## config.mk

```make
export PLATFORM = sky130hd
export DESIGN_NAME = addsub_pipe_flat
export DESIGN_NICKNAME = d
export VERILOG_FILES = /design/src/rtl/addsub_pipe_if.sv /design/src/rtl/addsub_pipe.sv /design/src/flat_wrapper.sv
export SDC_FILE = /design/constraint.sdc
export NUM_CORES = 1
export LEC_CHECK = 0
export CAP_MARGIN = 20
export CORE_MARGIN = 1
export CORE_UTILIZATION = 60
export CTS_CLUSTER_SIZE = 14
export DETAILED_ROUTE_END_ITERATION = 7
export GPL_TIMING_DRIVEN = 1
export MAX_ROUTING_LAYER = met4
export PLACE_DENSITY = 0.9
export SYNTH_ARGS = -nofsm -noshare
export SYNTH_HDL_FRONTEND = slang
export SYNTH_SLANG_ARGS = --single-unit
```

## constraint.sdc

```tcl
create_clock -name clk -period 11.2 [get_ports clk]
set_input_delay 2.24 -clock clk [delete_from_list [all_inputs] [get_ports clk]]
set_output_delay 2.24 -clock clk [all_outputs]
set_load 0.02 [all_outputs]
```

## src/rtl/addsub_pipe_if.sv

```systemverilog
// addsub_pipe_if
// Handshake bundle for the pipelined adder/subtractor.
//   Request side : in_valid, in_ready, a, b, op, cin
//   Response side: out_valid, out_ready, sum, cout, ovf, zero, neg
// The master modport belongs to whoever issues operations and consumes
// results. The slave modport belongs to the arithmetic block.
interface addsub_pipe_if #(
  parameter int WIDTH = 32
);
  logic             in_valid;
  logic             in_ready;
  logic [WIDTH-1:0] a;
  logic [WIDTH-1:0] b;
  logic [1:0]       op;
  logic             cin;
  logic             out_valid;
  logic             out_ready;
  logic [WIDTH-1:0] sum;
  logic             cout;
  logic             ovf;
  logic             zero;
  logic             neg;

  modport master (
    output in_valid, a, b, op, cin, out_ready,
    input  in_ready, out_valid, sum, cout, ovf, zero, neg
  );

  modport slave (
    input  in_valid, a, b, op, cin, out_ready,
    output in_ready, out_valid, sum, cout, ovf, zero, neg
  );
endinterface

```

## src/rtl/addsub_pipe.sv

```systemverilog
// addsub_pipe
// Pipelined WIDTH-bit adder/subtractor. The carry chain is cut into STAGES
// equal segments with a register between each segment. Accepts one
// operation per cycle under valid/ready. The whole pipe stalls on output
// backpressure, and results leave in issue order.
// Ports:
//   clk  - rising-edge clock
//   rst  - synchronous active-high reset
//   bus  - addsub_pipe_if slave:
//          in_valid/in_ready, a, b, op, cin (request);
//          out_valid/out_ready, sum, cout, ovf, zero, neg (response).
//   op encoding: 00 ADD, 01 SUB, 10 ADC, 11 SBC.
module addsub_pipe #(
  parameter int WIDTH  = 32,
  parameter int STAGES = 4
) (
  input  logic         clk,
  input  logic         rst,
  addsub_pipe_if.slave bus
);

  localparam int SEG = WIDTH / STAGES;

  if (WIDTH < 2 || STAGES < 1 || STAGES > WIDTH || (WIDTH % STAGES) != 0) begin : g_bad_params
    $fatal(1, "addsub_pipe: WIDTH must be >= 2 and a multiple of STAGES (1 <= STAGES <= WIDTH)");
  end

  logic             advance;
  logic             take;
  logic [WIDTH-1:0] b_eff;
  logic             c0;

  // Slot k holds the operation that has finished segment k. Operands are
  // carried whole so higher segments are still available to later stages.
  logic [STAGES-1:0] valid_q;
  logic [STAGES-1:0] carry_q;
  logic [WIDTH-1:0]  a_q   [STAGES];
  logic [WIDTH-1:0]  b_q   [STAGES];
  logic [WIDTH-1:0]  res_q [STAGES];
  logic              ovf_q;
  logic              zero_q;
  logic              neg_q;

  logic [STAGES-1:0] carry_nxt;
  logic [WIDTH-1:0]  a_nxt   [STAGES];
  logic [WIDTH-1:0]  b_nxt   [STAGES];
  logic [WIDTH-1:0]  res_nxt [STAGES];
  logic [SEG:0]      seg_sum [STAGES];
  logic              carry_msb;

  // A stall freezes every slot, bubbles included, so ready depends only on
  // the output register.
  assign advance      = !valid_q[STAGES-1] || bus.out_ready;
  assign take         = bus.in_valid && advance;
  assign bus.in_ready = advance;

  assign b_eff = bus.op[0] ? ~bus.b : bus.b;
  assign c0    = bus.op[1] ? bus.cin : bus.op[0];

  always_comb begin
    // Stage 0 works directly on the incoming operands.
    a_nxt[0]   = bus.a;
    b_nxt[0]   = b_eff;
    seg_sum[0] = {1'b0, bus.a[SEG-1:0]} + {1'b0, b_eff[SEG-1:0]} + {{SEG{1'b0}}, c0};
    res_nxt[0] = '0;
    res_nxt[0][SEG-1:0] = seg_sum[0][SEG-1:0];
    carry_nxt[0] = seg_sum[0][SEG];

    for (int k = 1; k < STAGES; k++) begin
      a_nxt[k]   = a_q[k-1];
      b_nxt[k]   = b_q[k-1];
      seg_sum[k] = {1'b0, a_q[k-1][k*SEG +: SEG]} + {1'b0, b_q[k-1][k*SEG +: SEG]}
                   + {{SEG{1'b0}}, carry_q[k-1]};
      res_nxt[k] = res_q[k-1];
      res_nxt[k][k*SEG +: SEG] = seg_sum[k][SEG-1:0];
      carry_nxt[k] = seg_sum[k][SEG];
    end

    // The sum bit at the MSB is a ^ b ^ carry-in, so the carry into the MSB
    // can be recovered from the bits that are already there.
    carry_msb = a_nxt[STAGES-1][WIDTH-1] ^ b_nxt[STAGES-1][WIDTH-1]
                ^ res_nxt[STAGES-1][WIDTH-1];
  end

  always_ff @(posedge clk) begin
    if (rst) begin
      valid_q <= '0;
      carry_q <= '0;
      for (int k = 0; k < STAGES; k++) begin
        a_q[k]   <= '0;
        b_q[k]   <= '0;
        res_q[k] <= '0;
      end
      ovf_q  <= 1'b0;
      zero_q <= 1'b0;
      neg_q  <= 1'b0;
    end else if (advance) begin
      valid_q[0] <= take;
      for (int k = 1; k < STAGES; k++) begin
        valid_q[k] <= valid_q[k-1];
      end
      for (int k = 0; k < STAGES; k++) begin
        a_q[k]   <= a_nxt[k];
        b_q[k]   <= b_nxt[k];
        res_q[k] <= res_nxt[k];
      end
      carry_q <= carry_nxt;
      ovf_q   <= carry_msb ^ carry_nxt[STAGES-1];
      zero_q  <= (res_nxt[STAGES-1] == '0);
      neg_q   <= res_nxt[STAGES-1][WIDTH-1];
    end
  end

  assign bus.out_valid = valid_q[STAGES-1];
  assign bus.sum       = res_q[STAGES-1];
  assign bus.cout      = carry_q[STAGES-1];
  assign bus.ovf       = ovf_q;
  assign bus.zero      = zero_q;
  assign bus.neg       = neg_q;

endmodule

```

## src/flat_wrapper.sv

```systemverilog
// flat-port wrapper written by rule: the top's interface ports become plain ports
module addsub_pipe_flat 
#(
  parameter int WIDTH  = 32,
  parameter int STAGES = 4
)
  (clk, rst, bus_in_valid, bus_a, bus_b, bus_op, bus_cin, bus_out_ready, bus_in_ready, bus_out_valid, bus_sum, bus_cout, bus_ovf, bus_zero, bus_neg);
  addsub_pipe_if #(.WIDTH(WIDTH)) bus_i ();
  input  logic clk;
  input  logic rst;
  input wire logic [$bits(bus_i.in_valid)-1:0] bus_in_valid;
  input wire logic [$bits(bus_i.a)-1:0] bus_a;
  input wire logic [$bits(bus_i.b)-1:0] bus_b;
  input wire logic [$bits(bus_i.op)-1:0] bus_op;
  input wire logic [$bits(bus_i.cin)-1:0] bus_cin;
  input wire logic [$bits(bus_i.out_ready)-1:0] bus_out_ready;
  output wire logic [$bits(bus_i.in_ready)-1:0] bus_in_ready;
  output wire logic [$bits(bus_i.out_valid)-1:0] bus_out_valid;
  output wire logic [$bits(bus_i.sum)-1:0] bus_sum;
  output wire logic [$bits(bus_i.cout)-1:0] bus_cout;
  output wire logic [$bits(bus_i.ovf)-1:0] bus_ovf;
  output wire logic [$bits(bus_i.zero)-1:0] bus_zero;
  output wire logic [$bits(bus_i.neg)-1:0] bus_neg;
  assign bus_i.in_valid = bus_in_valid;
  assign bus_i.a = bus_a;
  assign bus_i.b = bus_b;
  assign bus_i.op = bus_op;
  assign bus_i.cin = bus_cin;
  assign bus_i.out_ready = bus_out_ready;
  assign bus_in_ready = bus_i.in_ready;
  assign bus_out_valid = bus_i.out_valid;
  assign bus_sum = bus_i.sum;
  assign bus_cout = bus_i.cout;
  assign bus_ovf = bus_i.ovf;
  assign bus_zero = bus_i.zero;
  assign bus_neg = bus_i.neg;
  addsub_pipe #(.WIDTH(WIDTH), .STAGES(STAGES)) u_core (.clk(clk), .rst(rst), .bus(bus_i));
endmodule
```

==> results.md <==
* Status: finished, final reports clean
* Final Hold Fails at 0
* Layout area overhead at 23.1%
* Most numerous cell in the Yosys netlist: edfxtp_1
* Vias after detailed routing at 4931
* Most used cell along the critical path: clkdlybuf4s50_1
* Total Routing Usage GR at 21.7%
* Drt pass-1 iters at 6
* Setup ws final at 4870 ps
* FF/Latch Area at about 5500 sq um
* Final Instance Count excl. Fillers at slightly above 900
* Die Height at 120 um
* Lkg Pwr at approximately 4.2 nW
* Hold path startpoint: u_core.valid_q[2]
* Vias in the first global route at between 4000 and 5000
* Slew @ Worst Pin at just over 1000 ps
* Finished Cell Area at around 10000 sq um
* Share of layout cells above drive strength 1 at 5.53%
* Clk pwr share at about two fifths
* Slew Limit Fails at 0
* Cells after synthesis at approximately 620
* Area contributors post-synth: edfxtp_1 63%, and2_1 9.6%, ha_1 4.2%, xnor2_1 3.6%, nor2_1 3.0%
* Worst-Skew Late Latency at 430 ps
* Multi-input combinational cell area at 2700 sq um
* Net switching power at 0.338 mW
* Number of synthesized flops with an enable pin at 176
* Initial antenna violation count at 0
* Post-Syn Nets at 730
* CTS Buf Count at 17
* Worst rel slew slack at 32.9%
* Clk buf depth at 2
* Postcts setup bufs at 0
* Max Freq at 158 MHz
* Worst Path Required at 8960 ps
* Die Width at 120 um
* IO Port Bufs at 108
* Antenna diode count at 0
* CP max-delay cell: nor2b_1
* TNS Setup at 0 ps
* Worst-path cell chain: clkdlybuf4s50_1, nor2b_1, inv_2, clkdlybuf4s50_1
* Post-Syn Area at 8360 sq um
* Synth area leader: edfxtp_1
* Crit path DAT at slightly above 4000 ps
* Internal power at 1.34 mW
* Worst Hold Class: reg -> reg
* Layout Nets at 836
* RSZ-0062 raised after global routing: no
* Crit Path Category: in -> out
* Max incr delay on CP at 620 ps
* Main synth FF type: edfxtp_1
* Initial Util at a little over three fifths
* PostCTS Resize Cnt at 0
* Period minus WS final at around 6300 ps
* CTS tree: built
* Post-detail-place hpwl at 9250 um
* Synth top cells by count: 176 x edfxtp_1, 128 x and2_1, 67 x nor2_1, 34 x xnor2_1, 28 x ha_1
* Syn avg cell area at 13.4 sq um
* I/O pins at 109
* Root Driver: clkbuf_16
* First-pass GRT wire length at approximately 23000 um
* Vias per cell at 5.37
* Netlist cell types at 46
* Final clock skew at 4.41 ps
* Post-synth top area share at 63.2%
* DR iter-0 viols at 470
* Post-synthesis sequential area ratio at 65.8%
* Largest net degree at the start of global routing at 134
* PwrDens at 163 nW/um^2
* Placed Instances at approximately 890
* Crit-path max FO at 10
* FF+latch count, synth at 187
* FFs w/ async S/R, synth at 0%
* CTS H-Tree Depth at 4
* DRC violations left at 0
* Routed wire per std cell at 15.5 um
* Origin of the critical flop-to-flop path: u_core.valid_q[3]
* Setup slack at placement at 4890 ps
* Max-cap violations at 0
* Final worst-path cycle share at 56.5%
* Final Wtd Congestion at 0.835
* Comb pwr share at 10.1%
* Switching part of the total at 20.1%
* Sequential share of power at 49.7%
* Critical path capture point type: primary output
* Peak supply drop at 0.123 mV
* Setup Viol. Count Final at 0
* Clock sinks at 187
* Critical Path Source Type: input pin
* Full die area at between 10000 and 15000 sq um
* Yosys warning count at 0
* Std cell rows at 42
* Drt total wl at about 14000 um
* Placed Instance Area at 9590 sq um
* Gr ovfl total at 0
* Antenna-violating nets left at 0
* Critical path launch point: bus_out_ready
* Hold_buf cts at 0
* Fill count at 765
* Reg clk slew, reported paths at around 60 ps
* Core box area at ~13000 sq um
-- power by group through the flow --
stage / clock [mW] / sequential [mW] / combinational [mW]
after floorplan: 0 / 0.851 / 0.0948
after detailed placement: 0 / 0.848 / 0.165
after CTS: 0.681 / 0.834 / 0.169
final: 0.676 / 0.834 / 0.169
after global placement: 0 / 0.845 / 0.158
after global routing: 0.708 / 0.838 / 0.185
-- cell usage in the layout, fill, tap and decap left out, drive strengths merged, types with 4 or more instances in the layout --
cell,netlist,routed
nor4,6,6
xor2,15,15
nor2,68,68
inv,17,17
a211oi,5,5
a21o,6,6
o21ai,15,15
clkdlybuf4s50,0,107
nand2,19,19
or3,4,4
fa,8,8
o21a,4,4
bufinv,0,7
clkbuf,17,17
nor3,9,9
and2,128,128
a21oi,15,15
ha,28,28
edfxtp,176,176
dfxtp,11,11
buf,8,5
xnor2,34,34
clkinv,0,7
-- worst paths after layout --
path,end,slack [ps],depth (start not counted)
max reg2reg,u_core.b_q[0][28],7950,6
min,u_core.valid_q[2],460,2
min reg2reg,u_core.valid_q[2],460,2
max,bus_in_ready,4870,4
-- worst max-delay path: cells and delay by family --
family	cells	cell delay, ps
buffers and inverters	3	1230
and+or+nand+nor	1	620
-- registers in the layout (all words and copies together) (netlist names) --
name / flops
u_core.res_q: 80
u_core.a_q: 48
u_core.b_q: 48
u_core.carry_q: 4
u_core.valid_q: 4
u_core.bus.neg: 1
u_core.bus.ovf: 1
u_core.bus.zero: 1
-- through the flow --
stage | power [mW] | util (%) | hold slack (ps)
after floorplan | 0.946 | - | 432
after global placement | 1.00 | 71.6 | 440
after detailed placement | 1.01 | 71.6 | 451
after CTS | 1.68 | 76.6 | 461
after global routing | 1.73 | 76.8 | 478
final | 1.68 | 76.8 | 464
-- per-layer routing --
metal / share of wire [%] / GRT usage [%]
met3: 5.7 / 5.61
met5: 0 / -
met1: 40 / 24.4
met4: 3.1 / 10.7
met2: 51 / 36.1
-- cells by family (layout without fill, tap and decap cells) --
group                      after synthesis  after routing  synth area share [%]
and+or+nand+nor                        245            245                  15.8
DFF                                    187            187                  65.8
AOI/OAI and AO/OA                       61             61                  4.82
xor gates and xnor gates                49             49                  5.13
buffers and inverters                   42            161                  2.00
adders and majority gates               36             36                  6.10
muxes                                    3              3                 0.374
-- layout make-up --
class / count / area share, %
Clock buffer: 17 / 4.13
Clock inverter: 15 / 2.44
Inverter: 17 / 0.668
Multi-Input combinational cell: 394 / 26.2
Sequential cell: 187 / 53.5
Tap cell: 176 / 2.14
Timing Repair Buffer: 112 / 10.9
Power figures use the tool's default switching activity.
